==> config.mk <==
export PLATFORM = sky130hd
export DESIGN_NAME = credit_bcd_formatter
export DESIGN_NICKNAME = d
export VERILOG_FILES = /design/src/rtl/credit_bcd_formatter.sv
export SDC_FILE = /design/constraint.sdc
export NUM_CORES = 1
export LEC_CHECK = 0
export BUFFER_PORTS_ARGS = -buffer_cell sky130_fd_sc_hd__buf_2
export CAP_MARGIN = 40
export CELL_PAD_IN_SITES_DETAIL_PLACEMENT = 0
export CELL_PAD_IN_SITES_GLOBAL_PLACEMENT = 1
export CORE_MARGIN = 3
export CORE_UTILIZATION = 44
export CTS_CLUSTER_DIAMETER = 30
export DETAILED_ROUTE_END_ITERATION = 10
export PLACE_DENSITY = 0.89
export REMOVE_ABC_BUFFERS = 1
export SKIP_CTS_REPAIR_TIMING = 1
export SLEW_MARGIN = 20
export SYNTH_ARGS = -nofsm -noshare
export SYNTH_HDL_FRONTEND = slang
export SYNTH_SLANG_ARGS = --single-unit
==> constraint.sdc <==
create_clock -name clk -period 2.3 [get_ports clk]
set_input_delay 0.46 -clock clk [delete_from_list [all_inputs] [get_ports clk]]
set_output_delay 0.46 -clock clk [all_outputs]
set_load 0.03 [all_outputs]
==> src/rtl/credit_bcd_formatter.sv <==
`default_nettype none
// +--------------------------------------------------------------------------+
// | credit_bcd_formatter: binary credit -> four display digit codes          |
// | (double-dabble). Revision: 1.0                                           |
// +--------------------------------------------------------------------------+
module credit_bcd_formatter #(
  parameter int         BIN_W      = 14,
  parameter int         MAX_VAL    = 9999,
  parameter logic [3:0] BLANK_CODE = 4'hA,
  parameter logic [3:0] OVF_CODE   = 4'hF,
  parameter bit         LZB        = 1'b1
) (
  input  logic             clk,
  input  logic             clr,
  input  logic             start,
  input  logic [BIN_W-1:0] value,
  output logic             busy,
  output logic             done,
  output logic [3:0]       dig1,
  output logic [3:0]       dig2,
  output logic [3:0]       dig3,
  output logic [3:0]       dig4,
  output logic             ovf
);

  localparam int                 c_SR_W     = 16 + BIN_W;
  localparam int                 c_CNT_W    = $clog2(BIN_W + 1);
  localparam logic [c_CNT_W-1:0] c_LAST     = c_CNT_W'(BIN_W - 1);
  localparam logic [31:0]        c_MAX      = 32'(MAX_VAL);
  localparam logic [3:0]         c_RST_LEAD = LZB ? BLANK_CODE : 4'h0;

  typedef enum logic [1:0] {
    S_IDLE  = 2'd0,
    S_SHIFT = 2'd1,
    S_FMT   = 2'd2
  } state_t;

  state_t              r_state;
  logic [c_SR_W-1:0]   r_sr;
  logic [c_CNT_W-1:0]  r_cnt;
  logic                r_ovf_pend;

  logic [15:0]         w_bcd_adj;
  logic [c_SR_W-1:0]   w_sr_next;
  logic [31:0]         w_value_ext;
  logic                w_over;
  logic [3:0]          w_n3, w_n2, w_n1, w_n0;
  logic                w_z1, w_z2, w_z3;
  logic [3:0]          w_f1, w_f2, w_f3, w_f4;

  // Add-3 correction of every BCD nibble, all from the current register value
  for (genvar i = 0; i < 4; i++) begin : g_nib
    logic [3:0] w_nib;
    assign w_nib = r_sr[BIN_W + 4*i +: 4];
    assign w_bcd_adj[4*i +: 4] = (w_nib >= 4'd5) ? w_nib + 4'd3 : w_nib;
  end

  assign w_sr_next   = {w_bcd_adj[14:0], r_sr[BIN_W-1:0], 1'b0};
  assign w_value_ext = 32'(value);
  assign w_over      = (w_value_ext > c_MAX);

  assign w_n3 = r_sr[c_SR_W-1  -: 4];
  assign w_n2 = r_sr[c_SR_W-5  -: 4];
  assign w_n1 = r_sr[c_SR_W-9  -: 4];
  assign w_n0 = r_sr[c_SR_W-13 -: 4];

  // Leading-zero chain: a position blanks only if everything left of it is zero too
  assign w_z1 = (w_n3 == 4'd0);
  assign w_z2 = w_z1 && (w_n2 == 4'd0);
  assign w_z3 = w_z2 && (w_n1 == 4'd0);

  always_comb begin
    w_f1 = w_n3;
    w_f2 = w_n2;
    w_f3 = w_n1;
    w_f4 = w_n0;
    if (r_ovf_pend) begin
      w_f1 = OVF_CODE;
      w_f2 = OVF_CODE;
      w_f3 = OVF_CODE;
      w_f4 = OVF_CODE;
    end else if (LZB) begin
      if (w_z1) w_f1 = BLANK_CODE;
      if (w_z2) w_f2 = BLANK_CODE;
      if (w_z3) w_f3 = BLANK_CODE;
    end
  end

  always_ff @(posedge clk or posedge clr) begin
    if (clr) begin
      r_state    <= S_IDLE;
      r_sr       <= '0;
      r_cnt      <= '0;
      r_ovf_pend <= 1'b0;
      busy       <= 1'b0;
      done       <= 1'b0;
      ovf        <= 1'b0;
      dig1       <= c_RST_LEAD;
      dig2       <= c_RST_LEAD;
      dig3       <= c_RST_LEAD;
      dig4       <= 4'h0;
    end else begin
      done <= 1'b0;
      case (r_state)
        S_IDLE: begin
          if (start) begin
            r_sr       <= {16'h0000, value};
            r_cnt      <= '0;
            r_ovf_pend <= w_over;
            busy       <= 1'b1;
            r_state    <= S_SHIFT;
          end
        end
        S_SHIFT: begin
          r_sr  <= w_sr_next;
          r_cnt <= r_cnt + 1'b1;
          if (r_cnt == c_LAST) r_state <= S_FMT;
        end
        S_FMT: begin
          dig1    <= w_f1;
          dig2    <= w_f2;
          dig3    <= w_f3;
          dig4    <= w_f4;
          ovf     <= r_ovf_pend;
          done    <= 1'b1;
          busy    <= 1'b0;
          r_state <= S_IDLE;
        end
        default: begin
          busy    <= 1'b0;
          r_state <= S_IDLE;
        end
      endcase
    end
  end

endmodule
`default_nettype wire

==> results.sh <==
export IMPL_required_ns=2.48
export IMPL_cts_root_buf="clkbuf_8"
export IMPL_dieArea_sq_mm=0.007327
export IMPL_status="complete, no violations"
export IMPL_skew_ns=0.01281
export IMPL_grt_max_degree=36
export IMPL_post_dp_hpwl_mm=3.820
export IMPL_crit_arrival_ns=2.01
export IMPL_critPathMaxFanout=20
export IMPL_ys_seq_area_frac=0.5054
export IMPL_syn_to_final_growth_pct=12.03
export IMPL_antenna_found_initial=0
export IMPL_final_min_clock_period_ns=1.830
export IMPL_core_area_sq_mm=0.006026
export IMPL_netlist_top_cells_area="dfrtp_1 (45%), nand2_1 (6.2%), dfstp_2 (5.7%)"
export IMPL_grt_overflow=0
export IMPL_vias_per_cell=5.364
export IMPL_timing_hold_ws_ns=0.1695
export IMPL_setup_tns_ns=0
export IMPL_clockBufferDepth=2
export IMPL_start_kind="flop"
export IMPL_initial_utilization=0.4626
export IMPL_synth_common_cells="dfrtp_1 (50), nand2_1 (46), o21ai_0 (31)"
export IMPL_holdCritPathClass="in -> async"
export IMPL_drt_wl_total_mm=5.538
export IMPL_layout_drive_gt1_share=0.1950
export IMPL_cp_cell_sequence="nand2b_1 -> a31oi_1 -> o21ai_0 -> o21ai_1"
export IMPL_drc=0
export IMPL_worstSetupEndpointType="flop"
export IMPL_worst_pin_slew_ns=0.7191
export IMPL_maxCapViolations=0
export IMPL_place_congestion=0.7632
export IMPL_first_iter_violations=93
export IMPL_crit_slowest_cell="dfrtp_1"
export IMPL_fmax_ghz=0.5465
export IMPL_cts_made_buffers=5
export IMPL_port_buffers=35
export IMPL_ys_flop_type="dfrtp_1"
export IMPL_antenna_cells=0
export IMPL_ir_drop_mv=0.6719
export IMPL_grt_pass1_wl_mm=9.936
export IMPL_drtPass1Iterations=4
export IMPL_synth_cell_area_sq_mm=0.002788
export IMPL_synthMostInstantiatedCell="dfrtp_1"
export IMPL_ys_ff_latch=56
export IMPL_syn_avg_cell_area_sq_um=9.747
export IMPL_cts_tree="yes"
export IMPL_dp_cells=385
export IMPL_die_h_um=85.60
export IMPL_power_leakage_nw=1.565
export IMPL_final_area_sq_mm=0.003123
export IMPL_power_density_mw_per_mm2=1351
export IMPL_clkTransAtPathRegs_ns=0.10
export IMPL_grt_pass1_vias=2136
export IMPL_clkLatencyLatePin_ns=0.31
export IMPL_vias=2108
export IMPL_fin_nets=346
export IMPL_synthArstFlopShare=1.000
export IMPL_slew_violations=0
export IMPL_ys_warn_count=0
export IMPL_cts_max_level=2
export IMPL_stdcell_count=393
export IMPL_num_rows=28
export IMPL_final_core_util=0.5183
export IMPL_critPathKind="reg -> reg"
export IMPL_ant_nets=0
export IMPL_synth_cell_types=40
export IMPL_track_usage=0.1657
export IMPL_die_width_um=85.60
export IMPL_clkSinkCount=56
export IMPL_setup_violations=0
export IMPL_syn_inst=286
export IMPL_synth_top_area_frac=0.4488
export IMPL_rsz0062_at_grt="false"
export IMPL_cpPeakStageDelay_ns=0.69
export IMPL_place_area_sq_mm=0.003012
export IMPL_routedWlPerCell_um=14.09
export IMPL_synth_edf_count=0
export IMPL_fin_crit_sh=0.7955
export IMPL_max_slew_margin=0.5206
export IMPL_io_pins=36
export IMPL_reg2reg_slack_ns=0.47
export IMPL_hold_viol_final=0
export IMPL_post_synth_top_area_cell="dfrtp_1"
## metal layers
| metal | GRT usage | up-vias | part of all wire |
|---|---|---|---|
| met1 | 0.2165 | 1003 | 0.47 |
| met2 | 0.2825 | 37 | 0.48 |
| li1 | - | 1059 | - |
| met5 | 0 | - | 0 |
| met4 | 0.04604 | 0 | 0.013 |
| met3 | 0.03074 | 9 | 0.031 |
## stage by stage
| step | total power [mW] | setup slack [ns] |
|---|---|---|
| after floorplan | 3.094 | 0.4786 |
| after global placement | 3.543 | 0.6028 |
| after detailed placement | 3.608 | 0.5081 |
| after CTS | 4.261 | 0.4672 |
| after global routing | 4.572 | 0.3388 |
| final | 4.218 | 0.4703 |
## worst max-delay path, delay by kind of cell, from the launching register on
kind            cells  cell delay [ns]
compound gates      3             0.37
flops               1             0.69
simple gates        1             0.64
## registers in the layout, indices dropped and copies added (netlist names)
| signal | flops |
|---|---|
| dig3 | 4 |
| r_ovf_pend | 1 |
| r_state | 2 |
| ovf | 1 |
| dig1 | 4 |
| r_cnt | 4 |
| r_sr | 30 |
| done | 1 |
| dig2 | 4 |
| busy | 1 |
| dig4 | 4 |
## power breakdown
part	internal (mW)	switching, mW
registers	1.38	0.336
logic	0.764	1.09
clock network	0.323	0.321
total	2.47	1.75
## worst paths after layout
path,to,startpoint,cells after the start
min in group clk,r_sr[0]$_DFFE_PP0P_,value[0],2
min,ovf$_DFFE_PP0P_,clr,2
max in group asynchronous,dig3[3]$_DFFE_PP1P_,clr,3
max reg2reg,r_cnt[3]$_DFFE_PP0P_,r_state[1]$_DFFE_PP0P_,4
min reg2reg,dig2[3]$_DFFE_PP1P_,dig2[3]$_DFFE_PP1P_,2
max,r_cnt[3]$_DFFE_PP0P_,r_state[1]$_DFFE_PP0P_,4
## layout by cell type (no fill, tap or decap), types with 2 or more instances in the layout
cell type  instances
a32o_1             4
o31ai_1            5
buf_4              4
o21ai_0           31
dfstp_2            6
nor3_1             2
nand2b_1           6
a31oi_1            2
nor3b_1            3
clkbuf_8           5
o21ai_1            2
dfrtp_1           50
xor2_1             2
inv_1             10
a22o_1             3
nand2_1           46
inv_2              2
buf_2             35
nand3_1            6
and3b_1           13
a21oi_1           23
nand4_1            2
o311ai_1           2
mux2i_1            2
ha_1              12
nor2_1            15
xnor2_1            4
o22ai_1            6
## logic make-up (layout without fill, tap and decap cells)
family          count (synthesis)  in the layout  synth area share
mux                             2              2          0.007182
fa+ha+maj                      12             12           0.05386
flops                          56             56            0.5054
simple gates                  100            100            0.1872
buf+inv                        28             60           0.05026
xor+xnor                        6              6           0.01885
compound gates                 82             82            0.1773
## layout make-up
cell class	instances	area [sq um]
inverters	12	45.04
clock inverters	3	42.54
clock buffers	5	68.82
well taps	75	93.84
flip-flops and latches	56	1409
multi-input cells	202	1239
fillers	568	2903
repair buffers	40	225.2
Power figures use the tool's default switching activity.
